===== config.mk =====
export PLATFORM = sky130hd
export DESIGN_NAME = circle_draw
export DESIGN_NICKNAME = d
export VERILOG_FILES = /design/src/rtl/circle_draw.sv
export SDC_FILE = /design/constraint.sdc
export NUM_CORES = 1
export LEC_CHECK = 0
export BUFFER_PORTS_ARGS = -buffer_cell sky130_fd_sc_hd__buf_4
export CAP_MARGIN = 20
export CORE_MARGIN = 10
export CORE_UTILIZATION = 30
export DETAILED_ROUTE_END_ITERATION = 10
export PLACE_DENSITY = 0.43
export SLEW_MARGIN = 20
export SYNTH_ARGS = -nofsm -noshare
export SYNTH_HDL_FRONTEND = slang
export SYNTH_SLANG_ARGS = --single-unit

===== constraint.sdc =====
create_clock -name clk -period 14.2 [get_ports clk]
set_clock_uncertainty 0.2 [all_clocks]
set_input_delay 3.55 -clock clk [delete_from_list [all_inputs] [get_ports clk]]
set_output_delay 3.55 -clock clk [all_outputs]
set_load 0.01 [all_outputs]

===== src/rtl/circle_draw.sv =====
// Circle outline sequencer: steps a midpoint distance generator one iteration at
// a time and expands each (xa, ya) step into four quadrant-symmetric pixels.

module circle #(
  parameter int CORDW = 16
) (
  input  logic             clk,
  input  logic             rst_n,
  input  logic             rst,
  input  logic             start,
  input  logic             oe,
  input  logic [CORDW-1:0] r0,
  output logic [CORDW-1:0] xa,
  output logic [CORDW-1:0] ya,
  output logic             valid,
  output logic             done
);
  localparam int EW = CORDW + 2;
  localparam logic [2:0] C_IDLE   = 3'd0;
  localparam logic [2:0] C_INIT   = 3'd1;
  localparam logic [2:0] C_DRAW   = 3'd2;
  localparam logic [2:0] C_CHK    = 3'd3;
  localparam logic [2:0] C_CALC_Y = 3'd4;
  localparam logic [2:0] C_CALC_X = 3'd5;
  localparam logic signed [EW-1:0] E_TWO   = EW'(2);
  localparam logic signed [EW-1:0] E_THREE = EW'(3);
  localparam logic [CORDW-1:0]     ONE     = CORDW'(1);

  logic [2:0]              state_q, state_d;
  logic signed [CORDW-1:0] xa_q, xa_d, ya_q, ya_d;
  logic signed [EW-1:0]    err_q, err_d, errt_q, errt_d;
  logic signed [EW-1:0]    xa_e, ya_e, r_e;
  logic                    valid_q, valid_d, done_q, done_d;

  assign xa_e  = {{2{xa_q[CORDW-1]}}, xa_q};
  assign ya_e  = {{2{ya_q[CORDW-1]}}, ya_q};
  assign r_e   = {{2{r0[CORDW-1]}}, r0};
  assign xa    = xa_q;
  assign ya    = ya_q;
  assign valid = valid_q;
  assign done  = done_q;

  // Error term is kept two bits wider than the coordinates so 2*r never overflows.
  always_comb begin
    state_d = state_q;
    xa_d    = xa_q;
    ya_d    = ya_q;
    err_d   = err_q;
    errt_d  = errt_q;
    valid_d = valid_q;
    done_d  = 1'b0;
    case (state_q)
      C_IDLE: if (start) begin
        xa_d    = -r0;
        ya_d    = '0;
        err_d   = E_TWO - r_e - r_e;
        state_d = C_INIT;
      end
      C_INIT: begin
        valid_d = 1'b1;
        state_d = C_DRAW;
      end
      C_DRAW: if (oe) begin
        valid_d = 1'b0;
        state_d = C_CHK;
      end
      C_CHK: begin
        if (xa_q == '0) begin
          done_d  = 1'b1;
          state_d = C_IDLE;
        end else begin
          errt_d  = err_q;
          state_d = C_CALC_Y;
        end
      end
      C_CALC_Y: begin
        if (errt_q <= ya_e) begin
          ya_d  = ya_q + ONE;
          err_d = err_q + ya_e + ya_e + E_THREE;
        end
        state_d = C_CALC_X;
      end
      C_CALC_X: begin
        if (errt_q > xa_e || err_q > ya_e) begin
          xa_d  = xa_q + ONE;
          err_d = err_q + xa_e + xa_e + E_THREE;
        end
        valid_d = 1'b1;
        state_d = C_DRAW;
      end
      default: state_d = C_IDLE;
    endcase
    if (rst) begin
      state_d = C_IDLE;
      valid_d = 1'b0;
      done_d  = 1'b0;
    end
  end

  always_ff @(posedge clk or negedge rst_n) begin
    if (!rst_n) begin
      state_q <= C_IDLE;
      xa_q    <= '0;
      ya_q    <= '0;
      err_q   <= '0;
      errt_q  <= '0;
      valid_q <= 1'b0;
      done_q  <= 1'b0;
    end else begin
      state_q <= state_d;
      xa_q    <= xa_d;
      ya_q    <= ya_d;
      err_q   <= err_d;
      errt_q  <= errt_d;
      valid_q <= valid_d;
      done_q  <= done_d;
    end
  end
endmodule

// valid/oe handshake: a point is transferred on any rising edge where valid && oe;
// while valid && !oe, x, y and valid hold unchanged.
module circle_draw #(
  parameter int CORDW = 16
) (
  input  logic             clk,
  input  logic             rst_n,
  input  logic             start,
  input  logic             abort,
  input  logic             oe,
  input  logic [CORDW-1:0] x0,
  input  logic [CORDW-1:0] y0,
  input  logic [CORDW-1:0] r0,
  output logic [CORDW-1:0] x,
  output logic [CORDW-1:0] y,
  output logic             busy,
  output logic             valid,
  output logic             done
);
  localparam logic [2:0] S_IDLE = 3'd0;
  localparam logic [2:0] S_INIT = 3'd1;
  localparam logic [2:0] S_WAIT = 3'd2;
  localparam logic [2:0] S_PLOT = 3'd3;
  localparam logic [2:0] S_ADV  = 3'd4;
  localparam logic [2:0] S_FIN  = 3'd5;

  logic [2:0]       state_q, state_d;
  logic [1:0]       idx_q, idx_d;
  logic [CORDW-1:0] x0_q, x0_d, y0_q, y0_d, r_q, r_d, xs_q, xs_d, ys_q, ys_d;
  logic             busy_q, busy_d, done_q, done_d;
  logic             abort_cancel, core_rst, core_start, core_oe, core_valid, core_done;
  logic [CORDW-1:0] core_xa, core_ya;

  assign abort_cancel = abort && (state_q != S_IDLE);
  assign core_rst     = !rst_n || abort_cancel;
  assign core_start   = (state_q == S_INIT);
  assign core_oe      = (state_q == S_ADV);
  assign busy         = busy_q;
  assign done         = done_q;
  assign valid        = (state_q == S_PLOT);

  circle #(.CORDW(CORDW)) u_circle (
    .clk   (clk),
    .rst_n (rst_n),
    .rst   (core_rst),
    .start (core_start),
    .oe    (core_oe),
    .r0    (r_q),
    .xa    (core_xa),
    .ya    (core_ya),
    .valid (core_valid),
    .done  (core_done)
  );

  always_comb begin
    state_d = state_q;
    idx_d   = idx_q;
    x0_d    = x0_q;
    y0_d    = y0_q;
    r_d     = r_q;
    xs_d    = xs_q;
    ys_d    = ys_q;
    busy_d  = busy_q;
    done_d  = done_q;
    case (state_q)
      S_IDLE: begin
        done_d = 1'b0;
        if (start) begin
          if (!r0[CORDW-1]) begin
            x0_d    = x0;
            y0_d    = y0;
            r_d     = r0;
            busy_d  = 1'b1;
            state_d = S_INIT;
          end else begin
            done_d = 1'b1;
          end
        end
      end
      S_INIT: state_d = S_WAIT;
      S_WAIT: begin
        if (core_done) begin
          state_d = S_FIN;
        end else if (core_valid) begin
          xs_d    = core_xa;
          ys_d    = core_ya;
          idx_d   = 2'd0;
          state_d = S_PLOT;
        end
      end
      S_PLOT: if (oe) begin
        idx_d = idx_q + 2'd1;
        if (idx_q == 2'd3) state_d = S_ADV;
      end
      S_ADV: state_d = S_WAIT;
      S_FIN: begin
        busy_d  = 1'b0;
        done_d  = 1'b1;
        state_d = S_IDLE;
      end
      default: state_d = S_IDLE;
    endcase
    if (abort_cancel) begin
      busy_d  = 1'b0;
      done_d  = 1'b0;
      state_d = S_IDLE;
    end
  end

  // xs is always <= 0 and ys >= 0, giving one point per quadrant.
  always_comb begin
    x = '0;
    y = '0;
    if (state_q == S_PLOT) begin
      case (idx_q)
        2'd0: begin x = x0_q - xs_q; y = y0_q + ys_q; end
        2'd1: begin x = x0_q - ys_q; y = y0_q - xs_q; end
        2'd2: begin x = x0_q + xs_q; y = y0_q - ys_q; end
        default: begin x = x0_q + ys_q; y = y0_q + xs_q; end
      endcase
    end
  end

  always_ff @(posedge clk or negedge rst_n) begin
    if (!rst_n) begin
      state_q <= S_IDLE;
      idx_q   <= 2'd0;
      x0_q    <= '0;
      y0_q    <= '0;
      r_q     <= '0;
      xs_q    <= '0;
      ys_q    <= '0;
      busy_q  <= 1'b0;
      done_q  <= 1'b0;
    end else begin
      state_q <= state_d;
      idx_q   <= idx_d;
      x0_q    <= x0_d;
      y0_q    <= y0_d;
      r_q     <= r_d;
      xs_q    <= xs_d;
      ys_q    <= ys_d;
      busy_q  <= busy_d;
      done_q  <= done_d;
    end
  end
endmodule


==> results.tsv <==
metric	value	unit
worst skew pair latency	0.46	ns
PostCTS Resize Cnt	0	
H-Tree Depth	4	
WS Path Type	reg2out	
Bufs on Longest Clock Path	2	
share of layout cells above drive strength 1	12.1	%
clock root buffer	clkbuf_16	
Fillers	4958	
setup TNS	0	ns
async set-reset flop share out of synthesis	100	%
final hold violations	0	
Final Cycle Share	61.3	%
CTS sink count	159	
maximum vdd drop	0.000143	V
antenna diode count	0	
clock buffer count from CTS	17	
pwr/cell area	264	mW/mm²
maximum fanout along the worst path	55	
Port-buffer cells	87	
largest net degree at the start of global routing	73	
Final GP Congestion	0.903	
detailed-route via count	12500	
syn nets	1932	
first-pass GRT wire length	73600	µm
Main synth FF type	dfrtp_1	
max-cap violations	0	
register bit total from synthesis	159	
sequential share of the synthesized area	27.9	%
Slew headroom	28.3	%
commonest non-fill, non-tap cell in the layout	ha_1	
initial DRC count	811	
max incr delay on CP	0.89	ns
Pleak	7.25	nW
WP data required	10.45	ns
Min Hold Slack	0.282	ns
DRT Pass-1 Iters	5	
Final nets	1974	
Warnings, synthesis	0	
CTS tree	yes	
Crit-path slowest cell	ha_2	
site row count	79	
run status	complete, no violations	
Max Clk Rate	0.115	GHz
Post-route DRC	0	
die height	238	µm
Die ar.	0.0566	mm²
WL final	47800	µm
synth-to-layout area growth	13.0	%
crit end category	output port	
fin crit period	8.70	ns
Starting Density	30.5	%
CP startpoint kind	register	
measured slew at the worst slew-check pin	1.07	ns
Post-synth EDFFs	0	
cell area after synthesis	0.0142	mm²
average wire per cell in the routed design	20.2	µm
Distinct cells, synth	86	
Syn Inst Count	1699	
crit-path cells	ha_2 > inv_1 > nand2_1 > nand2_1 > a221oi_1 > ha_1 > nor2b_1 > o21ai_0 > a21boi_0 > o21bai_1 > a21boi_0 > o21bai_1 > a31oi_1 > nand4b_1 > o211ai_1 > buf_4	
postcts setup bufs	0	
Hold Path Class	reg2reg	
Seq. cell area	0.00398	mm²
Total Routing Usage GR	16.8	%
core area	0.0468	mm²
I/O Pins	88	
global route overflow	0	
Post-Synthesis Mean Instance Area	8.39	µm²
initial antenna violation count	0	
number of global-route vias before repair	12400	
antenna-violating nets left	0	
unrepaired setup endpoints after global routing	no	
Die Wd	238	µm
hold-fix buffers at CTS	0	
Detail Placement HPWL	37600	µm
vias per cell	5.31	
Critical Path AT	4.95	ns
Reg clk slew, reported paths	0.06	ns
area of the multi-input gates	0.00954	mm²
Final Max Tran Viols	0	
most frequent cells in the layout	ha_1, dfrtp_1, nand2_1, nor2_1, o21ai_0	
Final setup violation count	0	
## final cells by class
class	instances	area share (%)
clock buffer	22	2.95
clock inverter	10	0.832
inverter	121	2.82
multi-input combinational	1342	59.3
sequential	159	24.7
tap	607	4.72
timing repair buffer	100	4.69
## flip-flops by register name, indices dropped and copies added, names as in the netlist, 2 cells and up
register / count
u_circle.ya: 16
state_q: 3
u_circle.errt_q: 18
idx_q: 2
u_circle.err_q: 18
ys_q: 16
xs_q: 16
y0_q: 16
r_q: 15
u_circle.xa: 16
x0_q: 16
u_circle.state_q: 3
## critical path, delay by kind of cell (launching register included)
kind | cells | cell delay [ns]
flip-flops | 1 | 0.42
AO/OA/AOI/OAI | 8 | 1.61
AND/OR/NAND/NOR | 4 | 0.73
buffers and inverters | 2 | 0.64
adder cells (fa/ha/maj) | 2 | 1.09
## through the flow
step | cells | cell area, µm² | total power (W) | util, % | setup WS (ns)
floorplan | 1699 | 14200 | 0.00295 | - | 6.76
global placement | 2329 | 15500 | 0.00375 | 33.1 | 6.03
detailed placement | 2329 | 15500 | 0.00377 | 33.1 | 6.00
CTS | 2361 | 16100 | 0.00428 | 34.4 | 5.48
global route | 2361 | 16100 | 0.00465 | 34.4 | 4.95
finish | 2361 | 16100 | 0.00424 | 34.4 | 5.50
## cell usage after synthesis, types with 22 or more instances
master	number	area [µm²]
mux2_2	49	552
nand3_1	41	205
ha_1	176	2200
a31oi_1	31	194
xnor2_1	79	692
dfrtp_1	159	3980
o21ai_0	120	601
nor3_1	54	270
nor2_1	137	514
a21oi_1	107	536
a21o_1	44	330
inv_1	119	447
nand4_1	22	138
xor2_1	23	201
nand2_1	156	586
clkbuf_1	58	218
## kinds of logic after synthesis
logic type / count (synthesis) / synth area share, %
adder cells (fa/ha/maj): 180 / 16.0
flip-flops: 159 / 27.9
XOR/XNOR: 102 / 6.27
multiplexers: 59 / 4.65
buffers and inverters: 198 / 5.40
AND/OR/NAND/NOR: 534 / 18.1
AO/OA/AOI/OAI: 467 / 21.7
## metal layers
layer,GRT usage [%],part of all wire [%],vias up
li1,-,-,6218
met1,21.1,45,6095
met2,29.3,50,198
met3,2.44,3.4,35
met4,4.62,1.8,0
met5,0,0,-
## report_power, final
group	total, W	switching (W)	internal, W	leakage [nW]
logic	0.00287	0.00164	0.00122	4.93
registers	0.000886	0.000277	0.000609	2.02
clock network	0.000493	0.000204	0.000290	0.296
total	0.00424	0.00212	0.00212	7.25
## path summary, 6_finish.rpt
kind / to / startpoint / cells past startpoint / slack [ns]
setup / recovery: y[14] / idx_q[0] / 16 / 5.50
min in group asynchronous: y0_q[3] / rst_n / 1 / 2.78
max in group asynchronous: u_circle.err_q[11] / rst_n / 3 / 8.97
setup reg to reg: u_circle.err_q[15] / r_q[1] / 15 / 10.02
hold / removal: u_circle.errt_q[0] / u_circle.errt_q[0] / 2 / 0.28
hold reg to reg: u_circle.errt_q[0] / u_circle.errt_q[0] / 2 / 0.28
(Power assumes the default switching activity.)
